<file path="config.mk">
export PLATFORM = sky130hd
export DESIGN_NAME = quotient_bcd_converter
export DESIGN_NICKNAME = d
export VERILOG_FILES = /design/src/rtl/quotient_bcd_converter.sv
export SDC_FILE = /design/constraint.sdc
export NUM_CORES = 1
export LEC_CHECK = 0
export ABC_AREA = 1
export CORE_MARGIN = 10
export CORE_UTILIZATION = 55
export DETAILED_ROUTE_END_ITERATION = 8
export PLACE_DENSITY = 0.79
export SYNTH_ARGS = -nofsm -noshare
export SYNTH_HDL_FRONTEND = slang
export SYNTH_SLANG_ARGS = --single-unit
</file>
<file path="constraint.sdc">
create_clock -name clk_i -period 1.89 [get_ports clk_i]
set_clock_uncertainty 0.05 [all_clocks]
set_input_delay 0.2835 -clock clk_i [delete_from_list [all_inputs] [get_ports clk_i]]
set_output_delay 0.2835 -clock clk_i [all_outputs]
set_load 0.05 [all_outputs]
</file>
<file path="src/rtl/quotient_bcd_converter.sv">
// quotient_bcd_converter
//
// Converts a 9-bit divider quotient into three BCD digits. It uses a serial
// double-dabble that takes nine cycles. A quotient equal to ERR_CODE marks a
// divide-by-zero. That case skips the conversion and presents F/F/F with
// error_o set.
//
// Handshake: the result is offered while bcd_valid_o is high (the HOLD state).
// It is consumed on any rising edge where bcd_valid_o and bcd_ready_i are both
// high. bcd_valid_o comes straight from state, never from bcd_ready_i. Once
// raised, bcd_valid_o and the digits do not change until that edge.
//
// Ports
//   clk_i        rising-edge clock
//   reset_i      asynchronous, active-high reset
//   quotient_i   divider result, sampled only while finish_i is high
//   finish_i     one-cycle pulse marking quotient_i valid
//   bcd_ready_i  consumer ready to take the presented result
//   busy_o       high while converting (SHIFT)
//   bcd_valid_o  high while the result is presented (HOLD)
//   hundreds_o   BCD hundreds digit (F on error)
//   tens_o       BCD tens digit (F on error)
//   ones_o       BCD ones digit (F on error)
//   error_o      captured quotient was ERR_CODE; meaningful with bcd_valid_o
//   overrun_o    one-cycle pulse after a finish_i pulse was dropped
//   fsm_state    current FSM state, for observation (0 IDLE, 1 SHIFT, 2 HOLD)

module quotient_bcd_converter #(
    parameter logic [8:0] ERR_CODE = 9'h1FF
) (
    input  logic       clk_i,
    input  logic       reset_i,
    input  logic [8:0] quotient_i,
    input  logic       finish_i,
    input  logic       bcd_ready_i,
    output logic       busy_o,
    output logic       bcd_valid_o,
    output logic [3:0] hundreds_o,
    output logic [3:0] tens_o,
    output logic [3:0] ones_o,
    output logic       error_o,
    output logic       overrun_o,
    output logic [1:0] fsm_state
);

    typedef enum logic [1:0] {
        IDLE  = 2'd0,
        SHIFT = 2'd1,
        HOLD  = 2'd2
    } state_t;

    // The ninth shift is performed when the counter reads 8.
    localparam logic [3:0] LAST_SHIFT = 4'd8;

    state_t      state;
    state_t      state_next;

    logic [8:0]  shreg;
    logic [11:0] acc;
    logic [3:0]  cnt;
    logic [3:0]  hundreds_q;
    logic [3:0]  tens_q;
    logic [3:0]  ones_q;
    logic        error_q;
    logic        overrun_q;

    logic        accept;
    logic        load_num;
    logic        load_err;
    logic        do_shift;
    logic        overrun_next;
    logic [11:0] acc_adj;
    logic [11:0] acc_shifted;

    function automatic logic [3:0] add3(input logic [3:0] d);
        return (d >= 4'd5) ? d + 4'd3 : d;
    endfunction

    // Double-dabble step: first correct each digit, then shift in the next
    // quotient bit from the top of the shift register.
    always_comb begin
        acc_adj     = {add3(acc[11:8]), add3(acc[7:4]), add3(acc[3:0])};
        acc_shifted = {acc_adj[10:0], shreg[8]};
    end

    always_ff @(posedge clk_i or posedge reset_i) begin
        if (reset_i) begin
            state <= IDLE;
        end else begin
            state <= state_next;
        end
    end

    always_comb begin
        state_next   = state;
        accept       = 1'b0;
        load_num     = 1'b0;
        load_err     = 1'b0;
        do_shift     = 1'b0;
        overrun_next = 1'b0;

        case (state)
            IDLE: begin
                accept = finish_i;
            end
            SHIFT: begin
                do_shift = 1'b1;
                if (cnt == LAST_SHIFT) begin
                    state_next = HOLD;
                end
                // The shift register is in use, so a new quotient is dropped.
                if (finish_i) begin
                    overrun_next = 1'b1;
                end
            end
            HOLD: begin
                if (bcd_ready_i) begin
                    // On the handshake edge a new quotient can be taken at
                    // once, so IDLE is skipped.
                    accept = finish_i;
                    if (!finish_i) begin
                        state_next = IDLE;
                    end
                end else if (finish_i) begin
                    overrun_next = 1'b1;
                end
            end
            default: begin
                state_next = IDLE;
            end
        endcase

        if (accept) begin
            if (quotient_i == ERR_CODE) begin
                load_err   = 1'b1;
                state_next = HOLD;
            end else begin
                load_num   = 1'b1;
                state_next = SHIFT;
            end
        end
    end

    always_ff @(posedge clk_i or posedge reset_i) begin
        if (reset_i) begin
            shreg      <= 9'd0;
            acc        <= 12'd0;
            cnt        <= 4'd0;
            hundreds_q <= 4'd0;
            tens_q     <= 4'd0;
            ones_q     <= 4'd0;
            error_q    <= 1'b0;
            overrun_q  <= 1'b0;
        end else begin
            overrun_q <= overrun_next;
            if (load_num) begin
                shreg   <= quotient_i;
                acc     <= 12'd0;
                cnt     <= 4'd0;
                error_q <= 1'b0;
            end else if (load_err) begin
                error_q    <= 1'b1;
                hundreds_q <= 4'hF;
                tens_q     <= 4'hF;
                ones_q     <= 4'hF;
            end else if (do_shift) begin
                acc   <= acc_shifted;
                shreg <= {shreg[7:0], 1'b0};
                cnt   <= cnt + 4'd1;
                if (cnt == LAST_SHIFT) begin
                    hundreds_q <= acc_shifted[11:8];
                    tens_q     <= acc_shifted[7:4];
                    ones_q     <= acc_shifted[3:0];
                end
            end
        end
    end

    assign busy_o      = (state == SHIFT);
    assign bcd_valid_o = (state == HOLD);
    assign hundreds_o  = hundreds_q;
    assign tens_o      = tens_q;
    assign ones_o      = ones_q;
    assign error_o     = error_q;
    assign overrun_o   = overrun_q;
    assign fsm_state   = state;

endmodule

</file>
==> impl_results.md, run 1 <==
* Status: complete, no violations
* Clk pwr share at 21.8%
* H-tree Lvls at 2
* Overall routed net length at 4930 um
* Hpwl dp at 3750 um
* Ant. Diodes at 0
* I/O Pins at 31
* RSZ-0062 raised after global routing: false
* Hold_buf cts at 0
* Seq/Total Area, Yosys at 44.6%
* Average wire per standard cell at 12.6 um
* Final hold violation count at 0
* Unique masters post-synth at 28
* Top Usage Layer GRT: met2
* Bufs and invs on worst path at 1
* Count leader, synth: nand2_1
* Top achievable clock speed at 547 MHz
* Register area at 0.00103 mm2
* CTS tree: done
* Highest cell delay on the worst timing path at 0.82 ns
* Std-Cell Core Area at 0.00403 mm2
* Worst reg-to-reg path cell count at 9
* Fraction of registers with async set/reset at 100%
* WP data required at 1.56 ns
* Area Overhead vs Synth at 24.6%
* Final WS setup at 0.0617 ns
* Most common flop cell mapped by yosys: dfrtp_1
* R2r setup slk at 0.15 ns
* Clock root buffer: clkbuf_8
* Comb pwr share at 42.2%
* Crit path DAT at 1.49 ns
* Crit. path cell count at 1
* Cell count after synthesis at 300
* Die area at 0.00717 mm2
* TNS Setup at 0 ns
* Share of cells above drive strength 1 at 12.9%
* Met2 global-route usage at 23.5%
* Initial drt markers at 107
* Total GRT Usage at 14.4%
* Startpoint types: register
* Final GP Congestion at 0.848
* Tmin final at 1.83 ns
* Initial core utilization at 57.1%
* Final setup vio count at 0
* Final max-slew violation count at 0
* Leakage at 1.54 nW
* Yosys top cell area share at 44.6%
* # fillers at 327
* Largest net degree at the start of global routing at 42
* Via Count at 1969
* Area of the multi-input gates at 0.00111 mm2
* DR vias/cell at 5.04
* CP Class: register to output pin
* GR Layer Usage met3 at 4.83%
* # rows at 23
* Final net count at 365
* Die Ht at 84.7 um
* Max Root-Sink Buffers at 2
* Post-synth net total at 325
* Clock sink count at 41
* First-pass GRT wire length at 8700 um
* Sw frac at 39.6%
* Clk_lat worst skew at 0.30 ns
* Slew @ Worst Pin at 0.519 ns
* Post-synth top cells: nand2_1 (131), dfrtp_1 (41), inv_1 (35)
* Setup WS pre-CTS at 0.00528 ns
* Slowest stage cell, crit path: clkdlybuf4s50_1
* Worst Setup End Kind: output pin
* Gr ovfl total at 0
* Switch Pwr at 0.00129 W
* Worst IR drop on VDD at 0.718 mV
* Crit share post-route at 96.7%
* Slew margin rel. at 65.3%
* Int Power at 0.00197 W
* Vias in the first global route at 1906
* Area of the mapped netlist at 0.00230 mm2
* Drt drc at 0
* Top delay family on crit path: buffers and inverters
* Post-route ant nets at 0
* Ys Warns at 0
* Sequential power share at 35.9%
* PwrDens at 1140 mW/mm2
* Initial DRT Pass Iterations at 4
* Post-synth top area cell: dfrtp_1
* Number of synthesized flops with an enable pin at 0
* Hold crit path type: input port to async pin
* Quantity of I/O buffers inserted on ports at 30
* Clk slew on worst S/H paths at 0.09 ns
* Critical Path, Cell by Cell: clkdlybuf4s50_1
* Initial antenna violation count at 0
* CP max FO at 2
* Die width at 84.7 um
* Syn avg cell area at 7.67 um2
* Synth area leaders: dfrtp_1 (45%), nand2_1 (21%), ha_1 (6.5%)
* M1 GR Usage at 17.7%
* CTS buffer count at 5
* Max_cap viols at 0
* FF+latch count, synth at 41
==> path summary, 6_finish.rpt <==
path | startpoint | to
min in group clk_i | tens_o[3]$_DFFE_PP0P_ | tens_o[3]$_DFFE_PP0P_
max reg2reg | fsm_state[0]$_DFFE_PP0P_ | acc[10]$_DFFE_PP0P_
min | reset_i | acc[9]$_DFFE_PP0P_
min reg2reg | tens_o[3]$_DFFE_PP0P_ | tens_o[3]$_DFFE_PP0P_
max | ones_o[0]$_DFFE_PP0P_ | ones_o[0]
max in group asynchronous | reset_i | fsm_state[0]$_DFFE_PP0P_
==> per-layer routing <==
| layer | part of all wire [%] | wire length, um | vias to the layer above |
|---|---|---|---|
| li1 | - | - | 1021 |
| met1 | 47 | 2340 | 901 |
| met2 | 47 | 2310 | 42 |
| met3 | 4.7 | 231 | 5 |
| met4 | 0.95 | 47 | 0 |
| met5 | 0 | 0 | - |
==> logic make-up after synthesis <==
kind of cell | synth area share (%)
simple gates | 31.6
flops | 44.6
xor+xnor | 0.381
fa+ha+maj | 6.52
buf+inv | 8.42
compound gates | 8.48
==> state kept, by name, summed over array words and instances, names as in the netlist <==
signal      cells
error_o         1
shreg           9
ones_o          4
acc            12
overrun_o       1
fsm_state       2
cnt             4
tens_o          4
hundreds_o      4
==> power by group through the flow <==
stage               combinational, W  clock (W)  sequential [W]
floorplan                   0.000862          0         0.00129
global placement             0.00134          0         0.00118
detailed placement           0.00136          0         0.00119
CTS                          0.00137   0.000725         0.00117
global route                 0.00155   0.000759         0.00120
finish                       0.00138   0.000713         0.00117
==> final cells by class <==
cell class	instances	share of cell area (%)
inverter	38	5.15
clock inverter	3	1.61
sequential	41	35.9
multi-input combinational	215	38.7
clock buffer	5	2.40
tap	50	2.18
timing repair buffer	39	14.0
==> timing repair <==
item	in CTS	in global routing
resized for setup	0	5
buffers inserted	0	0
endpoints found under the setup margin	0	16
==> per-stage QoR <==
stage	cells	hold slack [ns]	utilization, %	instance area (um2)	total power, W
CTS	391	0.295	70.7	2850	0.00327
finish	391	0.285	71.2	2870	0.00327
global route	391	0.318	71.2	2870	0.00351
global placement	383	0.403	67.9	2730	0.00252
floorplan	300	0.347	-	2320	0.00215
detailed placement	383	0.407	67.9	2730	0.00256
==> layout by cell type (no fill, tap or decap), types with 2 or more instances in the layout <==
cell / n
buf_4: 11
inv_2: 2
nand2_1: 131
nand3b_1: 4
nand2_2: 3
clkbuf_8: 5
nand3_1: 11
dfrtp_2: 2
dfrtp_1: 39
nand2_4: 2
inv_1: 34
clkdlybuf4s50_1: 24
o21ai_1: 4
nand4_1: 6
inv_4: 2
o211ai_1: 2
ha_1: 10
buf_12: 4
o21ai_0: 15
o22ai_1: 4
nor2_2: 2
nor2_1: 8
(Power assumes the default switching activity.)
==> inputs of run 2 (changes only) <==
- CORE_ASPECT_RATIO: unset -> 1.2
==> run 2 against run 1 <==
  * Clock power rose by 17%
  * Fmax rose by 0.67%
  * Sequential share of layout area fell by 0.65 points
  * Critical path type unchanged
  * Critical endpoint is now tens_o[1]
  * Largest cell class unchanged
  * Highest routed layer unchanged
==> impl_results.md, run 2 (same netlist as run 1, synthesis figures left out) <==
* Slew @ Worst Pin at 0.510 ns
* CP max FO at 2
* TNS Setup at 0 ns
* Top flop regs: acc x12, shreg x9
* Gr ovfl total at 0
* Register area at 0.00103 mm2
* Via Count at 2014
* Switch Pwr at 0.00131 W
* Total GRT Usage at 15.1%
* Std-Cell Core Area at 0.00400 mm2
* Most frequent cells in the layout: nand2_1 (131), dfrtp_1 (39), inv_1 (34)
* Post-route ant nets at 0
* Top achievable clock speed at 551 MHz
* Area of the multi-input gates at 0.00112 mm2
* Die Ht at 90.9 um
* Critical Path, Cell by Cell: clkdlybuf4s50_1
* Highest cell delay on the worst timing path at 0.82 ns
* Hold Worst Slack at 0.356 ns
* Hold crit path type: input port to async pin
* Clk_lat worst skew at 0.30 ns
* Reg with most FFs: acc
* Tmin final at 1.82 ns
* Setup WS pre-CTS at 0.0253 ns
* RSZ-0062 raised after global routing: false
* Ant. Diodes at 0
* Post-cts resize count at 0
* Crit path DAT at 1.48 ns
* Drt drc at 0
* Overall routed net length at 5210 um
* Post-CTS setup buffers at 0
* Initial antenna violation count at 0
* Max Root-Sink Buffers at 2
* Clk pwr share at 24.3%
* Hold_buf cts at 0
* # fillers at 326
* PwrDens at 1180 mW/mm2
* Clock sink count at 41
* Largest net degree at the start of global routing at 42
* First-pass GRT wire length at 9010 um
* Clk slew on worst S/H paths at 0.08 ns
* Hpwl dp at 3870 um
* DR vias/cell at 5.01
* Comb pwr share at 41.5%
* Final hold violation count at 0
* Sequential power share at 34.2%
* Final GP Congestion at 0.789
* Initial DRT Pass Iterations at 4
* Top delay family on crit path: buffers and inverters
* Int Power at 0.00212 W
* Final setup vio count at 0
* # rows at 25
* Clock root buffer: clkbuf_8
* CP Class: register to output pin
* Final max-slew violation count at 0
* Crit share post-route at 96.1%
* Largest register FFs at 12
* Quantity of I/O buffers inserted on ports at 30
* Final WS setup at 0.0739 ns
* Worst IR drop on VDD at 0.858 mV
* Slowest stage cell, crit path: clkdlybuf4s50_1
* Vias in the first global route at 2048
* Final core occ at 72.9%
* Max_cap viols at 0
* Sw frac at 38.2%
* Bufs and invs on worst path at 1
* I/O Pins at 31
* WP data required at 1.56 ns
* Area Overhead vs Synth at 26.8%
* Initial drt markers at 80
* Slew margin rel. at 65.9%
* H-tree Lvls at 2
* Share of cells above drive strength 1 at 14.1%
* PnR Total Power at 0.00344 W
* Startpoint types: register
* Most common library cell in the layout ignoring fill and taps: nand2_1
* Die area at 0.00718 mm2
* Final net count at 372
* Worst Setup End Kind: output pin
* Leakage at 1.57 nW
* CTS buffer count at 5
* CTS tree: done
* Initial core utilization at 57.5%
* Average wire per standard cell at 13.0 um
* Die width at 79.1 um
* Status: complete, no violations
==> run 2: path summary, 6_finish.rpt <==
kind / startpoint / endpoint / slack, ns / cells after the start
setup / recovery: tens_o[1]$_DFFE_PP0P_ / tens_o[1] / 0.07 / 1
min in group clk_i: tens_o[0]$_DFFE_PP0P_ / tens_o[0]$_DFFE_PP0P_ / 0.43 / 2
hold / removal: reset_i / hundreds_o[3]$_DFFE_PP0P_ / 0.36 / 3
hold reg to reg: tens_o[0]$_DFFE_PP0P_ / tens_o[0]$_DFFE_PP0P_ / 0.43 / 2
setup reg to reg: fsm_state[0]$_DFFE_PP0P_ / hundreds_o[2]$_DFFE_PP0P_ / 0.10 / 10
max in group asynchronous: reset_i / fsm_state[0]$_DFFE_PP0P_ / 1.06 / 3
==> run 2: metal layers <==
| layer | wire length [um] | share of wire [%] | up-vias | GRT usage [%] |
|---|---|---|---|---|
| met5 | 0 | 0 | - | 0 |
| met4 | 122 | 2.3 | 0 | 7.04 |
| met3 | 334 | 6.4 | 11 | 5.18 |
| met2 | 2450 | 47 | 60 | 24.3 |
| met1 | 2300 | 44 | 909 | 17.3 |
| li1 | - | - | 1034 | - |
==> run 2: area by class of cell <==
class / instances / share of cell area [%]
Clock buffer: 5 / 2.36
Clock inverter: 3 / 2.23
Inverter: 38 / 4.97
Multi-Input combinational cell: 216 / 38.3
Sequential cell: 41 / 35.2
Tap cell: 54 / 2.31
Timing Repair Buffer: 45 / 14.7
==> run 2: worst reg2reg max path: stages, from the launching register on <==
cell      delay (ns)
dfrtp_2         0.43
inv_2           0.10
ha_1            0.18
nand3_2         0.10
nand2_1         0.08
nand2_2         0.10
buf_4           0.16
o21bai_4        0.18
buf_4           0.19
nand2_1         0.08
nand2_1         0.08
==> run 2: per-stage QoR <==
| step | std cells | area [um2] |
|---|---|---|
| final | 402 | 2920 |
| after CTS | 401 | 2900 |
| after global routing | 402 | 2920 |
| after detailed placement | 393 | 2760 |
| after floorplan | 300 | 2320 |
| after global placement | 393 | 2760 |
==> run 2: power by group through the flow <==
| stage | Combinational (W) | Sequential (W) | Clock (W) |
|---|---|---|---|
| finish | 0.00143 | 0.00117 | 0.000836 |
| global route | 0.00159 | 0.00121 | 0.000898 |
| detailed placement | 0.00141 | 0.00119 | 0 |
| global placement | 0.00139 | 0.00119 | 0 |
| CTS | 0.00142 | 0.00117 | 0.000848 |
| floorplan | 0.000862 | 0.00129 | 0 |
